===== src/rtl/tone_seq_pkg.sv =====
// Package: tone_seq_pkg
// Shared definitions for the tone sequencer: player state encoding, tempo helper and the
// field layout of a note-table word.
//   note word = {half_period[PERIOD_W-1:0], duration[DUR_W-1:0]}
package tone_seq_pkg;

    typedef enum logic [2:0] {
        StIdle,
        StFetch,
        StLoad,
        StPlay,
        StDone
    } state_e;

    // Duration field always sits in the low bits of a note word.
    localparam int unsigned DUR_LSB = 0;

    // UNIT_CYCLES: clock cycles per duration unit for a given clock and tempo.
    function automatic int unsigned unit_cycles(int unsigned clk_hz, int unsigned tick_hz);
        return clk_hz / tick_hz;
    endfunction

    // Half-period field starts directly above the duration field.
    function automatic int unsigned period_lsb(int unsigned dur_w);
        return DUR_LSB + dur_w;
    endfunction

endpackage


===== src/rtl/tone_sequencer_if.sv =====
// Interface: tone_sequencer_if
// Bundles the player control inputs, the song ROM port and the audio/status outputs.
//   start, stop, playSound, loop_en : player control (controller -> sequencer)
//   rom_addr / rom_data             : synchronous ROM port, data valid 1 cycle after address
//   note_idx, audioOut, aud_sd      : current note, square wave, amplifier enable
//   busy, done                      : status
// Modports: master = controller + ROM side, slave = the sequencer.
interface tone_sequencer_if #(
    parameter int unsigned PERIOD_W = 20,
    parameter int unsigned DUR_W    = 5,
    parameter int unsigned ADDR_W   = 6
);
    logic                      start;
    logic                      stop;
    logic                      playSound;
    logic                      loop_en;
    logic [ADDR_W-1:0]         rom_addr;
    logic [PERIOD_W+DUR_W-1:0] rom_data;
    logic [ADDR_W-1:0]         note_idx;
    logic                      audioOut;
    logic                      aud_sd;
    logic                      busy;
    logic                      done;

    modport master (
        output start, stop, playSound, loop_en, rom_data,
        input  rom_addr, note_idx, audioOut, aud_sd, busy, done
    );

    modport slave (
        input  start, stop, playSound, loop_en, rom_data,
        output rom_addr, note_idx, audioOut, aud_sd, busy, done
    );
endinterface


===== src/rtl/tone_gen.sv =====
// Module: tone_gen
// Half-period divider producing a square wave.
//   clock, reset : system clock, async active-high reset
//   enable_i     : count this cycle; when low the phase is held and the output is muted
//   clear_i      : restart the divider with the output low (wins over enable_i)
//   rest_i       : silent note, no counting and output low
//   period_i     : half period in clock cycles
//   wave_o       : square wave
module tone_gen #(
    parameter int unsigned PERIOD_W = 20
) (
    input  logic                clock,
    input  logic                reset,
    input  logic                enable_i,
    input  logic                clear_i,
    input  logic                rest_i,
    input  logic [PERIOD_W-1:0] period_i,
    output logic                wave_o
);
    logic [PERIOD_W-1:0] cnt_q, cnt_d;
    logic                phase_q, phase_d;

    always_comb begin
        cnt_d   = cnt_q;
        phase_d = phase_q;
        if (clear_i) begin
            cnt_d   = '0;
            phase_d = 1'b0;
        end else if (enable_i && !rest_i) begin
            if (cnt_q == period_i - 1'b1) begin
                cnt_d   = '0;
                phase_d = ~phase_q;
            end else begin
                cnt_d = cnt_q + 1'b1;
            end
        end
    end

    always_ff @(posedge clock or posedge reset) begin
        if (reset) begin
            cnt_q   <= '0;
            phase_q <= 1'b0;
        end else begin
            cnt_q   <= cnt_d;
            phase_q <= phase_d;
        end
    end

    // Muting is combinational so a pause silences the pin in the same cycle
    // while the held phase keeps the waveform continuous on resume.
    assign wave_o = phase_q & enable_i & ~rest_i;
endmodule


===== src/rtl/tone_sequencer.sv =====
// Module: tone_sequencer
// Single-voice song player: walks a note table in an external synchronous ROM and drives a
// square-wave audio pin with per-note pitch and duration. Supports start/stop, pause/resume,
// one-shot or loop playback and a zero-duration end-of-song marker.
//   clock, reset : system clock, async active-high reset
//   bus (slave)  : control inputs, ROM port, audio and status outputs (see tone_sequencer_if)
module tone_sequencer
    import tone_seq_pkg::*;
#(
    parameter int unsigned CLK_HZ   = 100_000_000,
    parameter int unsigned TICK_HZ  = 8,
    parameter int unsigned PERIOD_W = 20,
    parameter int unsigned DUR_W    = 5,
    parameter int unsigned ADDR_W   = 6,
    parameter int unsigned SONG_LEN = 41
) (
    input logic             clock,
    input logic             reset,
    tone_sequencer_if.slave bus
);
    localparam int unsigned UnitCycles   = unit_cycles(CLK_HZ, TICK_HZ);
    localparam int unsigned PeriodLsb    = period_lsb(DUR_W);
    localparam logic [63:0] MaxDurCycles = ((64'd1 << DUR_W) - 64'd1) * 64'(UnitCycles);
    localparam logic [ADDR_W-1:0] LastAddr = ADDR_W'(SONG_LEN - 1);

    // The longest note must fit the 32-bit duration counter.
    if (UnitCycles == 0 || MaxDurCycles >= 64'h1_0000_0000) begin : g_bad_tempo
        $error("tone_sequencer: longest note does not fit a 32-bit duration counter");
    end
    if (SONG_LEN == 0 || SONG_LEN > (1 << ADDR_W)) begin : g_bad_song_len
        $error("tone_sequencer: SONG_LEN does not fit the ROM address range");
    end

    state_e              state_q, state_d;
    logic [ADDR_W-1:0]   addr_q, addr_d;
    logic [ADDR_W-1:0]   idx_q, idx_d;
    logic [PERIOD_W-1:0] period_q, period_d;
    logic [DUR_W-1:0]    dur_q, dur_d;
    logic [31:0]         dur_cnt_q, dur_cnt_d;
    logic [31:0]         dur_cycles;
    logic [PERIOD_W-1:0] rom_period;
    logic [DUR_W-1:0]    rom_dur;
    logic                tone_en, tone_clear, tone_rest, tone_wave;
    logic                busy_w;

    assign rom_dur    = bus.rom_data[DUR_LSB +: DUR_W];
    assign rom_period = bus.rom_data[PeriodLsb +: PERIOD_W];
    assign dur_cycles = 32'(dur_q) * 32'(UnitCycles);

    always_comb begin
        state_d    = state_q;
        addr_d     = addr_q;
        idx_d      = idx_q;
        period_d   = period_q;
        dur_d      = dur_q;
        dur_cnt_d  = dur_cnt_q;
        // The divider only runs in PLAY; everywhere else it sits cleared with the pin low.
        tone_clear = (state_q != StPlay);

        unique case (state_q)
            StIdle, StDone: begin
                if (bus.start) begin
                    state_d = StFetch;
                    addr_d  = '0;
                end
            end
            StFetch: state_d = StLoad;
            StLoad: begin
                period_d  = rom_period;
                dur_d     = rom_dur;
                idx_d     = addr_q;
                dur_cnt_d = '0;
                if (rom_dur == '0) begin
                    if (bus.loop_en) begin
                        state_d = StFetch;
                        addr_d  = '0;
                    end else begin
                        state_d = StDone;
                    end
                end else begin
                    state_d = StPlay;
                end
            end
            StPlay: begin
                if (bus.playSound) begin
                    if (dur_cnt_q == dur_cycles - 32'd1) begin
                        tone_clear = 1'b1;
                        dur_cnt_d  = '0;
                        if (addr_q == LastAddr) begin
                            if (bus.loop_en) begin
                                state_d = StFetch;
                                addr_d  = '0;
                            end else begin
                                state_d = StDone;
                            end
                        end else begin
                            state_d = StFetch;
                            addr_d  = addr_q + 1'b1;
                        end
                    end else begin
                        dur_cnt_d = dur_cnt_q + 32'd1;
                    end
                end
            end
            default: state_d = StIdle;
        endcase

        // stop overrides everything, including a simultaneous start.
        if (bus.stop) begin
            state_d    = StIdle;
            addr_d     = '0;
            dur_cnt_d  = '0;
            tone_clear = 1'b1;
        end
    end

    always_ff @(posedge clock or posedge reset) begin
        if (reset) begin
            state_q   <= StIdle;
            addr_q    <= '0;
            idx_q     <= '0;
            period_q  <= '0;
            dur_q     <= '0;
            dur_cnt_q <= '0;
        end else begin
            state_q   <= state_d;
            addr_q    <= addr_d;
            idx_q     <= idx_d;
            period_q  <= period_d;
            dur_q     <= dur_d;
            dur_cnt_q <= dur_cnt_d;
        end
    end

    assign tone_en   = (state_q == StPlay) && bus.playSound;
    assign tone_rest = (period_q == '0);

    tone_gen #(
        .PERIOD_W(PERIOD_W)
    ) u_tone_gen (
        .clock   (clock),
        .reset   (reset),
        .enable_i(tone_en),
        .clear_i (tone_clear),
        .rest_i  (tone_rest),
        .period_i(period_q),
        .wave_o  (tone_wave)
    );

    assign busy_w       = (state_q == StFetch) || (state_q == StLoad) || (state_q == StPlay);
    assign bus.busy     = busy_w;
    assign bus.aud_sd   = busy_w;
    assign bus.done     = (state_q == StDone);
    assign bus.rom_addr = addr_q;
    assign bus.note_idx = idx_q;
    assign bus.audioOut = tone_wave;
endmodule


===== src/flat_wrapper.sv =====
// flat-port wrapper written by rule: the top's interface ports become plain ports
module tone_sequencer_flat import tone_seq_pkg::*;
#(
    parameter int unsigned CLK_HZ   = 100_000_000,
    parameter int unsigned TICK_HZ  = 8,
    parameter int unsigned PERIOD_W = 20,
    parameter int unsigned DUR_W    = 5,
    parameter int unsigned ADDR_W   = 6,
    parameter int unsigned SONG_LEN = 41
)
  (clock, reset, bus_start, bus_stop, bus_playSound, bus_loop_en, bus_rom_data, bus_rom_addr, bus_note_idx, bus_audioOut, bus_aud_sd, bus_busy, bus_done);
  tone_sequencer_if #(.PERIOD_W(PERIOD_W), .DUR_W(DUR_W), .ADDR_W(ADDR_W)) bus_i ();
  input logic clock;
  input logic reset;
  input wire logic [$bits(bus_i.start)-1:0] bus_start;
  input wire logic [$bits(bus_i.stop)-1:0] bus_stop;
  input wire logic [$bits(bus_i.playSound)-1:0] bus_playSound;
  input wire logic [$bits(bus_i.loop_en)-1:0] bus_loop_en;
  input wire logic [$bits(bus_i.rom_data)-1:0] bus_rom_data;
  output wire logic [$bits(bus_i.rom_addr)-1:0] bus_rom_addr;
  output wire logic [$bits(bus_i.note_idx)-1:0] bus_note_idx;
  output wire logic [$bits(bus_i.audioOut)-1:0] bus_audioOut;
  output wire logic [$bits(bus_i.aud_sd)-1:0] bus_aud_sd;
  output wire logic [$bits(bus_i.busy)-1:0] bus_busy;
  output wire logic [$bits(bus_i.done)-1:0] bus_done;
  assign bus_i.start = bus_start;
  assign bus_i.stop = bus_stop;
  assign bus_i.playSound = bus_playSound;
  assign bus_i.loop_en = bus_loop_en;
  assign bus_i.rom_data = bus_rom_data;
  assign bus_rom_addr = bus_i.rom_addr;
  assign bus_note_idx = bus_i.note_idx;
  assign bus_audioOut = bus_i.audioOut;
  assign bus_aud_sd = bus_i.aud_sd;
  assign bus_busy = bus_i.busy;
  assign bus_done = bus_i.done;
  tone_sequencer #(.CLK_HZ(CLK_HZ), .TICK_HZ(TICK_HZ), .PERIOD_W(PERIOD_W), .DUR_W(DUR_W), .ADDR_W(ADDR_W), .SONG_LEN(SONG_LEN)) u_core (.clock(clock), .reset(reset), .bus(bus_i));
endmodule

===== config.mk =====
export PLATFORM = sky130hd
export DESIGN_NAME = tone_sequencer_flat
export DESIGN_NICKNAME = d
export VERILOG_FILES = /design/src/rtl/tone_seq_pkg.sv /design/src/rtl/tone_sequencer_if.sv /design/src/rtl/tone_gen.sv /design/src/rtl/tone_sequencer.sv /design/src/flat_wrapper.sv
export SDC_FILE = /design/constraint.sdc
export NUM_CORES = 1
export LEC_CHECK = 0
export BUFFER_PORTS_ARGS = -buffer_cell sky130_fd_sc_hd__buf_2
export CAP_MARGIN = 20
export CORE_MARGIN = 2
export CORE_UTILIZATION = 35
export DETAILED_ROUTE_END_ITERATION = 6
export SYNTH_ARGS = -nofsm -noshare
export SYNTH_HDL_FRONTEND = slang
export SYNTH_SLANG_ARGS = --single-unit

===== constraint.sdc =====
create_clock -name clock -period 7.6 [get_ports clock]
set_input_delay 0.76 -clock clock [delete_from_list [all_inputs] [get_ports clock]]
set_output_delay 0.76 -clock clock [all_outputs]
set_load 0.02 [all_outputs]

==> metrics.txt <==
syn_nets=1007; Worst R2R Path Depth=21; min cycle time layout=6.44 ns; fin util=about 40%; Synth Flop Type=dfrtp_1; Critical Path End=u_core.u_tone_gen.cnt_q[11]; # port buffers=46; Starting Density=35.9%; crit-path cells=inv_1 > fa_1 > xnor2_1 > ha_1 > a21o_1 > xor2_1 > ha_1 > a21o_1 > ha_1 > o21ai_1 > a21o_1 > a32oi_1 > nand2_1 > o2bb2ai_1 > nand4_2 > o211a_1 > a311oi_1 > a21oi_1 > a21oi_2 > nand2_1 > a21oi_1; later-pin clock latency in the skew report=0.36 ns; H-tree levels=3; DRT Wirelength=approximately 19 mm; # clock sinks=93; Rows=54; GRT overflow=0; fraction of registers with async set/reset=100%; Max Cap Viol=0; core area=about 0.022 mm2; distinct cell type count of the synthesized netlist=80; Worst Setup Start Kind=flip-flop; Routability Congestion=roughly 0.90; RSZ-0062 raised after global routing=false; crit-path max cell delay=0.59 ns; WP buf/inv=1; Seq/Total Area, Yosys=29.6%; CTS Root Cell=clkbuf_16; EDFF count, synth=0; reg2reg end=u_core.u_tone_gen.cnt_q[11]; maximum fanout along the worst path=18; crit share post-route=84.8%; number of setup buffers added after CTS=0; Post-CTS Hold Fix Bufs=0; largest net degree at the start of global routing=between 70 and 80; DPL Wire Length=14.3 mm; R2R setup slack=1.16 ns; via/cell ratio=between 5 and 6; relative slew slack=50.7%; worst path required time=7.87 ns; share of layout cells above drive strength 1=12.5%; Vias=~6.6k; worst setup path start=u_core.dur_q[3]; Tightest Pin Transition=0.739 ns; hold crit path type=input port to async pin; fill cell count=2214; RR Startpoint=u_core.dur_q[3]; #FFs+latches synth=93; Top delay family on crit path=compound AO/OA/AOI/OAI gates; Die Wd=154 um; post-cts gate resize count=0; post-route ant nets=0; First-pass DRT Iterations=5; CTS Buffer Depth=2; CTS tree=built; final clock skew=0.0124 ns; CP max stage cell=nand2_1; stages on the worst setup path=21; data arrival time of the worst path=6.71 ns; Total Die Area=0.0237 mm2; # IOs=47; crit path capture type=flip-flop; Final Hold Vio Count=0; final setup TNS=0 ns; Highest Clock Rate=155 MHz; status=completed; Synth Instances=918; drc violations=0; Diodes inserted=0; clk slew on worst S/H paths=roughly 0.07 ns; Post-layout nets=1031; critical path type=flip-flop to flip-flop; drt initial violations=337; Final setup viols=0; CTS Buf Count=9; die height=154 um; Final Max Slew Viols=0; Yosys warnings=0; gr usage total=16.6%; mean post-synth cell area=roughly 8.6 um2; synth-to-layout area growth=10.5%; first-pass GRT wire length=~32 mm; Finished Cell Area=between 0.008 and 0.009 mm2; vias in the first global route=6357; initial antenna violation count=0; Placement Cell Area=approximately 0.0083 mm2; per-cell routed wire length=15.4 um; Post-Syn Area=0.00787 mm2
state kept, by name, indices dropped and copies added, names as in the netlist:
name and flops:
u_core.u_tone_gen.phase_q 1, u_core.u_tone_gen.cnt_q 20, u_core.period_q 20, u_core.bus.rom_addr 6
u_core.bus.note_idx 6, u_core.state_q 3, u_core.dur_cnt_q 32, u_core.dur_q 5
metal layers:
metal  track usage (%)  up-vias  part of all wire, %
li1                  -     3316                    -
met1              22.3     3145                   47
met2              27.0      131                   47
met3              2.42       27                  3.5
met4              6.28        0                  2.8
met5                 0        -                    0
synthesized netlist by cell type, drive strengths merged, types with 6 or more instances:
cell type / n / area, um2
xor2: 57 / 499
nor2b: 6 / 37.5
or3: 16 / 100
a21o: 16 / 120
or4: 13 / 101
nand2: 80 / 300
ha: 47 / 588
o21ai: 46 / 230
dfrtp: 93 / 2330
fa: 11 / 220
xnor2: 45 / 394
and2: 13 / 81.3
nor4: 12 / 109
nand2b: 7 / 43.8
nor2: 86 / 330
nand3: 39 / 195
buf: 10 / 65.1
a21oi: 53 / 284
nor3: 33 / 165
o31ai: 14 / 105
clkbuf: 29 / 109
mux2i: 9 / 90.1
and3: 15 / 93.8
mux2: 27 / 304
inv: 45 / 169
nand4: 16 / 106
cell usage in the layout (no fill, tap or decap), types with 27 or more instances in the layout:
| master | n |
|---|---|
| a21oi_1 | 50 |
| buf_2 | 46 |
| dfrtp_1 | 93 |
| ha_1 | 47 |
| inv_1 | 44 |
| mux2_2 | 27 |
| nand2_1 | 80 |
| nand3_1 | 39 |
| nor2_1 | 83 |
| nor3_1 | 33 |
| o21ai_0 | 39 |
| xnor2_1 | 45 |
| xor2_1 | 57 |
worst min path at each step:
stage | cells after the start | to | slack, ns | from
6_report | 2 | u_core.dur_cnt_q[5] | 0.32 | reset
5_1_grt | 2 | u_core.dur_cnt_q[6] | 0.33 | reset
4_1_cts | 2 | u_core.dur_cnt_q[5] | 0.31 | reset
3_5_place_dp | 1 | u_core.bus.note_idx[0] | 0.49 | u_core.bus.note_idx[0]
3_3_place_gp | 1 | u_core.bus.note_idx[5] | 0.48 | u_core.bus.note_idx[5]
2_1_floorplan | 2 | u_core.dur_cnt_q[1] | 0.47 | u_core.dur_cnt_q[1]
worst register-to-register path, cell delays in order (launching register included):
cell       delay [ns]
dfrtp_1          0.49
inv_1            0.16
fa_1             0.55
xnor2_1          0.16
ha_1             0.18
a21o_1           0.19
xor2_1           0.17
ha_1             0.19
a21o_1           0.15
ha_1             0.37
o21ai_1          0.09
a21o_1           0.22
a32oi_1          0.37
nand2_1          0.10
o2bb2ai_1        0.51
nand4_2          0.21
o211a_1          0.28
a311oi_1         0.33
a21oi_1          0.18
a21oi_2          0.58
nand2_1          0.59
a21oi_1          0.29
logic make-up after synthesis:
group	synth area share, %
and+or+nand+nor	23.3
AOI/OAI and AO/OA	15.6
xor gates and xnor gates	11.9
DFF	29.6
buffers and inverters	4.35
adders and majority gates	10.3
muxes	5.01
layout make-up:
type	count	area, um2	area share (%)
Clock buffer	11	253	2.91
Clock inverter	5	88.8	1.02
Sequential cell	93	2330	26.8
Inverter	45	171	1.97
Multi-Input combinational cell	741	5210	59.9
Tap cell	280	350	4.03
Timing Repair Buffer	52	295	3.39
stage by stage:
step                      hold WS (ns)  setup WS, ns  instances
final                            0.318          1.16       1227
after global routing             0.327         0.522       1227
after CTS                        0.313          1.14       1226
after detailed placement         0.492          1.12       1210
after global placement           0.484          1.38       1210
after floorplan                  0.475          2.07        918
Power is not shown: default switching activity piles up to over one toggle a cycle in this logic, so the estimate is an artifact.
